--- src/rtl/ahb_arbiter_2m.sv ---
// Two-master AHB-lite arbiter: grants the shared address/data path to M0 or M1,
// muxes the address phase by hmaster and write data by the data-phase owner.
module ahb_arbiter_2m #(
    parameter int AW             = 32,
    parameter int DW             = 32,
    parameter bit DEFAULT_MASTER = 1'b0,
    parameter bit FIXED_PRIO     = 1'b0
) (
    input  logic          clk,
    input  logic          reset,
    input  logic          m0_busreq,
    input  logic          m0_lock,
    input  logic [1:0]    m0_htrans,
    input  logic [AW-1:0] m0_haddr,
    input  logic [7:0]    m0_hctrl,
    input  logic [DW-1:0] m0_hwdata,
    input  logic          m1_busreq,
    input  logic          m1_lock,
    input  logic [1:0]    m1_htrans,
    input  logic [AW-1:0] m1_haddr,
    input  logic [7:0]    m1_hctrl,
    input  logic [DW-1:0] m1_hwdata,
    input  logic          hready,
    input  logic          hresp,
    output logic          m0_hgrant,
    output logic          m1_hgrant,
    output logic [1:0]    htrans,
    output logic [AW-1:0] haddr,
    output logic [7:0]    hctrl,
    output logic [DW-1:0] hwdata,
    output logic          hmaster,
    output logic          hmaster_data,
    output logic          hmastlock
);

    logic grant_q, grant_d;
    logic hmaster_q, hmaster_d;
    logic hmaster_data_q, hmaster_data_d;
    logic hmastlock_q, hmastlock_d;
    logic last_q, last_d;

    logic       owner_lock;
    logic [1:0] addr_htrans;
    logic       hold;
    logic       next_grant;

    // hready is the transfer-accept strobe: every register advances only on an
    // edge where hready=1; an hready=0 edge is a wait state and freezes them.
    always_comb begin
        owner_lock  = grant_q ? m1_lock : m0_lock;
        addr_htrans = hmaster_q ? m1_htrans : m0_htrans;
        // BUSY (01) and SEQ (11) both have bit 0 set; they pin the grant.
        hold = owner_lock | hresp | ((hmaster_q == grant_q) & addr_htrans[0]);

        case ({m1_busreq, m0_busreq})
            2'b01:   next_grant = 1'b0;
            2'b10:   next_grant = 1'b1;
            2'b11:   next_grant = FIXED_PRIO ? 1'b1 : ~last_q;
            default: next_grant = DEFAULT_MASTER;
        endcase
        if (hold) begin
            next_grant = grant_q;
        end

        grant_d        = grant_q;
        hmaster_d      = hmaster_q;
        hmaster_data_d = hmaster_data_q;
        hmastlock_d    = hmastlock_q;
        last_d         = last_q;
        if (hready) begin
            hmaster_data_d = hmaster_q;
            hmaster_d      = grant_q;
            hmastlock_d    = owner_lock;
            grant_d        = next_grant;
            last_d         = hmaster_q;
        end
    end

    always_ff @(posedge clk) begin
        if (reset) begin
            grant_q        <= DEFAULT_MASTER;
            hmaster_q      <= DEFAULT_MASTER;
            hmaster_data_q <= DEFAULT_MASTER;
            hmastlock_q    <= 1'b0;
            last_q         <= DEFAULT_MASTER;
        end else begin
            grant_q        <= grant_d;
            hmaster_q      <= hmaster_d;
            hmaster_data_q <= hmaster_data_d;
            hmastlock_q    <= hmastlock_d;
            last_q         <= last_d;
        end
    end

    assign m0_hgrant    = ~grant_q;
    assign m1_hgrant    = grant_q;
    assign hmaster      = hmaster_q;
    assign hmaster_data = hmaster_data_q;
    assign hmastlock    = hmastlock_q;

    // Reset kills any address phase in flight, so the interconnect sees IDLE.
    assign htrans = reset ? 2'b00 : addr_htrans;
    assign haddr  = hmaster_q ? m1_haddr : m0_haddr;
    assign hctrl  = hmaster_q ? m1_hctrl : m0_hctrl;
    assign hwdata = hmaster_data_q ? m1_hwdata : m0_hwdata;

endmodule
--- config.mk ---
export PLATFORM = sky130hd
export DESIGN_NAME = ahb_arbiter_2m
export DESIGN_NICKNAME = d
export VERILOG_FILES = /design/src/rtl/ahb_arbiter_2m.sv
export SDC_FILE = /design/constraint.sdc
export NUM_CORES = 1
export LEC_CHECK = 0
export BUFFER_PORTS_ARGS = -buffer_cell sky130_fd_sc_hd__clkbuf_2
export CAP_MARGIN = 25
export CORE_AREA = 8 8 85 87
export DETAILED_ROUTE_END_ITERATION = 10
export DIE_AREA = 0 0 93 95
export HOLD_SLACK_MARGIN = 0.06
export PLACE_DENSITY = 0.74
export SLEW_MARGIN = 20
export SYNTH_ARGS = -nofsm -noshare
export SYNTH_HDL_FRONTEND = slang
export SYNTH_SLANG_ARGS = --single-unit
--- constraint.sdc ---
create_clock -name clk -period 1.2 [get_ports clk]
set_input_delay 0 -clock clk [delete_from_list [all_inputs] [get_ports clk]]
set_output_delay 0 -clock clk [all_outputs]
set_load 0.02 [all_outputs]
---- After elaboration in Yosys (flattened, before gate mapping) ----
Cells that the tools add are included.
storage, ports and cells
  logic and storage cells ................. 21
  register bits after elaboration ......... 4
  ROM bits ................................ 0
  bits in latches ......................... 0
  memories kept ........................... 0
  bits in writable memories ............... 0
  output and inout port bits .............. 79
cells by class
  reductions and logical operators ........ 1
  multiply operators ...................... 0
  add/subtract/negate cells ............... 0
  bitwise operators ....................... 6
  shift-type cells ........................ 0
  div/mod/pow operators ................... 0
  eq/ne operators ......................... 3
  order comparisons ....................... 0
  muxes and demuxes ....................... 7
operator list
  cell                                  count
  2-to-1 mux 32 bit                     2
  2-to-1 mux 8 bit                      1
  == test 2 bit, second input constant  2
  2-to-1 mux 2 bit                      2
  inverter 1 bit                        3
  OR 1 bit                              2
  one-hot mux 1 bit (2 select lines)    1
  AND reduction 2 bit                   1
  AND 1 bit                             1
  == test 1 bit                         1
  2-to-1 mux 1 bit                      1

---- Depth between registers and ports, before layout ----
  depth after elaboration ................. 5
  mapped depth ............................ 5
  depth with buffers taken out ............ 3

---- Worst setup path before layout ----
Ideal clock, no wire load.
  kind .................................... flip-flop to output port
  from .................................... register hmaster_q, in the netlist hmaster
  to ...................................... output port htrans[0]
  setup slack ............................. -0.050 ns
  arrival time ............................ 1.250 ns
  stages on the path, launching flop included .. 5
  path through ............................ dfxtp_1 > buf_2 > buf_4 > nand2_1 > a21oi_1
on the way
  word-level cells in the longest chain between the ends .. 2
RTL lines
  what                      line  RTL
  start: declaration        37    logic hmaster_q, hmaster_d;
  start signal: assignment  88    hmaster_q <= hmaster_d;
  2-to-1 mux 2 bit          51    addr_htrans = hmaster_q ? m1_htrans : m0_htrans;
  2-to-1 mux 2 bit          102   assign htrans = reset ? 2'b00 : addr_htrans;
  end: declaration          27    output logic [1:0] htrans,
Every way passes these cells.

---- Final worst setup path ----
  from .................................... register hmaster_q, in the netlist hmaster
  to ...................................... output port haddr[11]
on the way
  word-level cells in the longest chain between the ends .. 1
RTL lines
  what               line  RTL
  2-to-1 mux 32 bit  103   assign haddr = hmaster_q ? m1_haddr : m0_haddr;
  end: declaration   28    output logic [AW-1:0] haddr,
Every way passes these cells.

==> flow_summary.toml <==
[placement]
place.gp.congestion = 0.814
numPortBuffers = 234
dp_hpwl_mm = 5.87
post-place-ws_ps = 42.6

[floorplan]
initial_core_util_pct = 18.6
dieWidth_um = 93
num_rows = 28
dieArea_um2 = 8840
ioPinCount = 235
coreArea_um2 = 5820
die_height_um = 95

[grt]
antenna_found_initial = 0
grt_pass1_vias = 2040
grt_pass1_wl_mm = 9.91
grt_max_degree = 20
grt.total_usage_pct = 13.6
grt.overflow.total = 0

[yosys]
syn-num-nets = 261
synth_most_common_cell = "mux2_2"
synth_edf_count = 0
synth_seq_cells = 4
synth_top_area_cell = "mux2_2"
synthCells = 105
synth_cell_type_count = 17
synthFlopType = "dfxtp_1"
synth_common_cells = "mux2_2, buf_2, buf_4, dfxtp_1, nor2_1"
ys_warn_count = 0
synth_sequential_area_ratio_pct = 7.41
syn_area_um2 = 1080
synth.avg_cell_area_um2 = 10.3
synth_area_leaders = "mux2_2, dfxtp_1, mux2i_1"
netlist.area_leader.share_pct = 75.0
async_flop_share_pct = 0

[sta]
setup_ws_ps = -118
hold_viol = 0
finalCritPeriodShare_pct = 110
max_freq_mhz = 759
finClkSkew_ps = 2.15
tightest_slew_ps = 220
drv_slew = 0
setup_viol = 72
whs_ps = 79.0
slew_headroom_pct = 85.0
period_needed_ps = 1320
rsz0062_at_grt = "true"

[cts]
cts_root_buffer = "clkbuf_8"
cts_sinks = 4
cts_max_path_buffers = 2
path_clk_slew_ps = 30
numCtsBuffers = 3
clk_latency_ps = 220
cts-htree-levels = 1
cts_tree = "yes"

[worst_setup_path]
end_kind = "output pin"
cp.required_ps = 1200
crit_type = "flop to output pin"
cp_cell_sequence = "clkbuf_16 -> mux2_2 -> buf_2"
slowest_delay_ps = 410
worst-path-stages = 3
regToRegSetupSlack_ps = 60
cp_top_family = "flip-flops"
slowest_stage = "dfxtp_4"
crit_path_start_kind = "flop"
worst_ep_arrival_time_ps = 1320
reg2reg_depth = 4
cp.buffers_inverters = 2
path_max_fanout = 9

[route]
via_count = 1882
wl_per_cell_um = 18.5
via_per_inst = 4.45
drtIter0Drc = 42
drtPass1Iterations = 4
ant_nets = 0
drc_errors = 0
drt_wl_total_mm = 7.83

[hold_path]
whs_path_depth = 4
hp-class = "primary input to flop"

[layout]
synthToLayoutAreaGrowth_pct = 181
fill_cells = 564
antennaDiodeCount = 0
drive_gt1_share_pct = 94.3
fin_util_pct = 52.3
fin_nets = 506

[pwr]
p_leak_nw = 1.66
cellPowerDensity_nw_per_um2 = 453
vdd_drop_max_uv = 393

[outcome]
outcome = "complete, but fails checks"
violations = "negative setup slack"

[flow_run]
cap_violations = 0
## metal layers
metal  track usage, %  up-vias  wire length, um
li1                 -      885                -
met5                0        -                0
met1             13.6      868             2630
met2             25.9      119             4310
met4             4.70        0              106
met3             4.29       10              781
## logic make-up (layout without fill, tap and decap cells)
logic type	after synthesis	count (layout)	synth area share, %
flops	4	4	7.41
simple gates	10	10	4.05
mux	76	76	79.1
buf+inv	10	253	5.44
compound gates	5	5	4.05
## registers in the layout (all words and copies together) (netlist names)
register / count
hmastlock: 1
last_q: 1
hmaster: 1
m1_hgrant: 1
## power breakdown
part	leakage, nW	total, W	internal, W	switching (W)
combinational	1.60	0.000955	0.000541	0.000414
sequential	0.0346	0.000138	0.000134	0.00000400
clock	0.0216	0.000285	0.000214	0.0000711
## cell type report
| type | instances | area [um2] | share of cell area (%) |
|---|---|---|---|
| clock buffer | 3 | 41.3 | 1.36 |
| inverter | 1 | 3.75 | 0.123 |
| multi-input combinational | 91 | 1110 | 36.5 |
| sequential | 4 | 88.8 | 2.92 |
| tap | 75 | 93.8 | 3.09 |
| timing repair buffer | 249 | 1700 | 56.0 |
## cells in the final DEF (no fill, tap or decap)
cell and count:
clkbuf_2 174, mux2_4 42, buf_6 42, mux2_2 30, buf_2 13, buf_4 9
nor2_1 4, clkbuf_16 4, nand2_1 3, mux2i_1 3, clkbuf_8 3, dlygate4sd3_1 3
buf_16 2, dfxtp_4 2, buf_12 2, nand2b_4 1, a21oi_2 1, inv_1 1
mux2i_2 1, a211oi_1 1, nand3_1 1, nor2b_1 1, o2111ai_1 1, a311o_1 1
o31ai_2 1, dfxtp_1 1, dfxtp_2 1
## path summary, 6_finish.rpt
path	end	from
setup / recovery	haddr[11]	hmaster$_SDFFE_PP0P_
hold / removal	m1_hgrant$_SDFFE_PP0P_	m0_busreq
setup reg to reg	m1_hgrant$_SDFFE_PP0P_	hmaster$_SDFFE_PP0P_
hold reg to reg	hmastlock$_SDFFE_PP0P_	hmastlock$_SDFFE_PP0P_
## stage by stage
stage	instance area, um2	TNS [ps]	power (W)	instances
floorplan	1090	-977	0.000499	105
global placement	2350	0	0.000890	409
detailed placement	2350	0	0.000903	409
CTS	2490	-7220	0.00122	418
global route	3040	-8540	0.00146	423
finish	3040	-5610	0.00138	423
## repair_timing
action	in CTS	in global routing
cloned	2	4
pin swaps	0	0
gates resized for setup	6	192
hold endpoints to repair	4	0
hold buffers	3	0
buffers inserted	1	1
endpoints found under the setup margin	72	74
## worst reg2reg max path, stage by stage, from the launching register on
cell and delay (ps):
dfxtp_4 410, buf_4 140, nand3_1 90, a311o_1 340
o31ai_2 70
No activity file was read; power rests on OpenSTA's default activity.
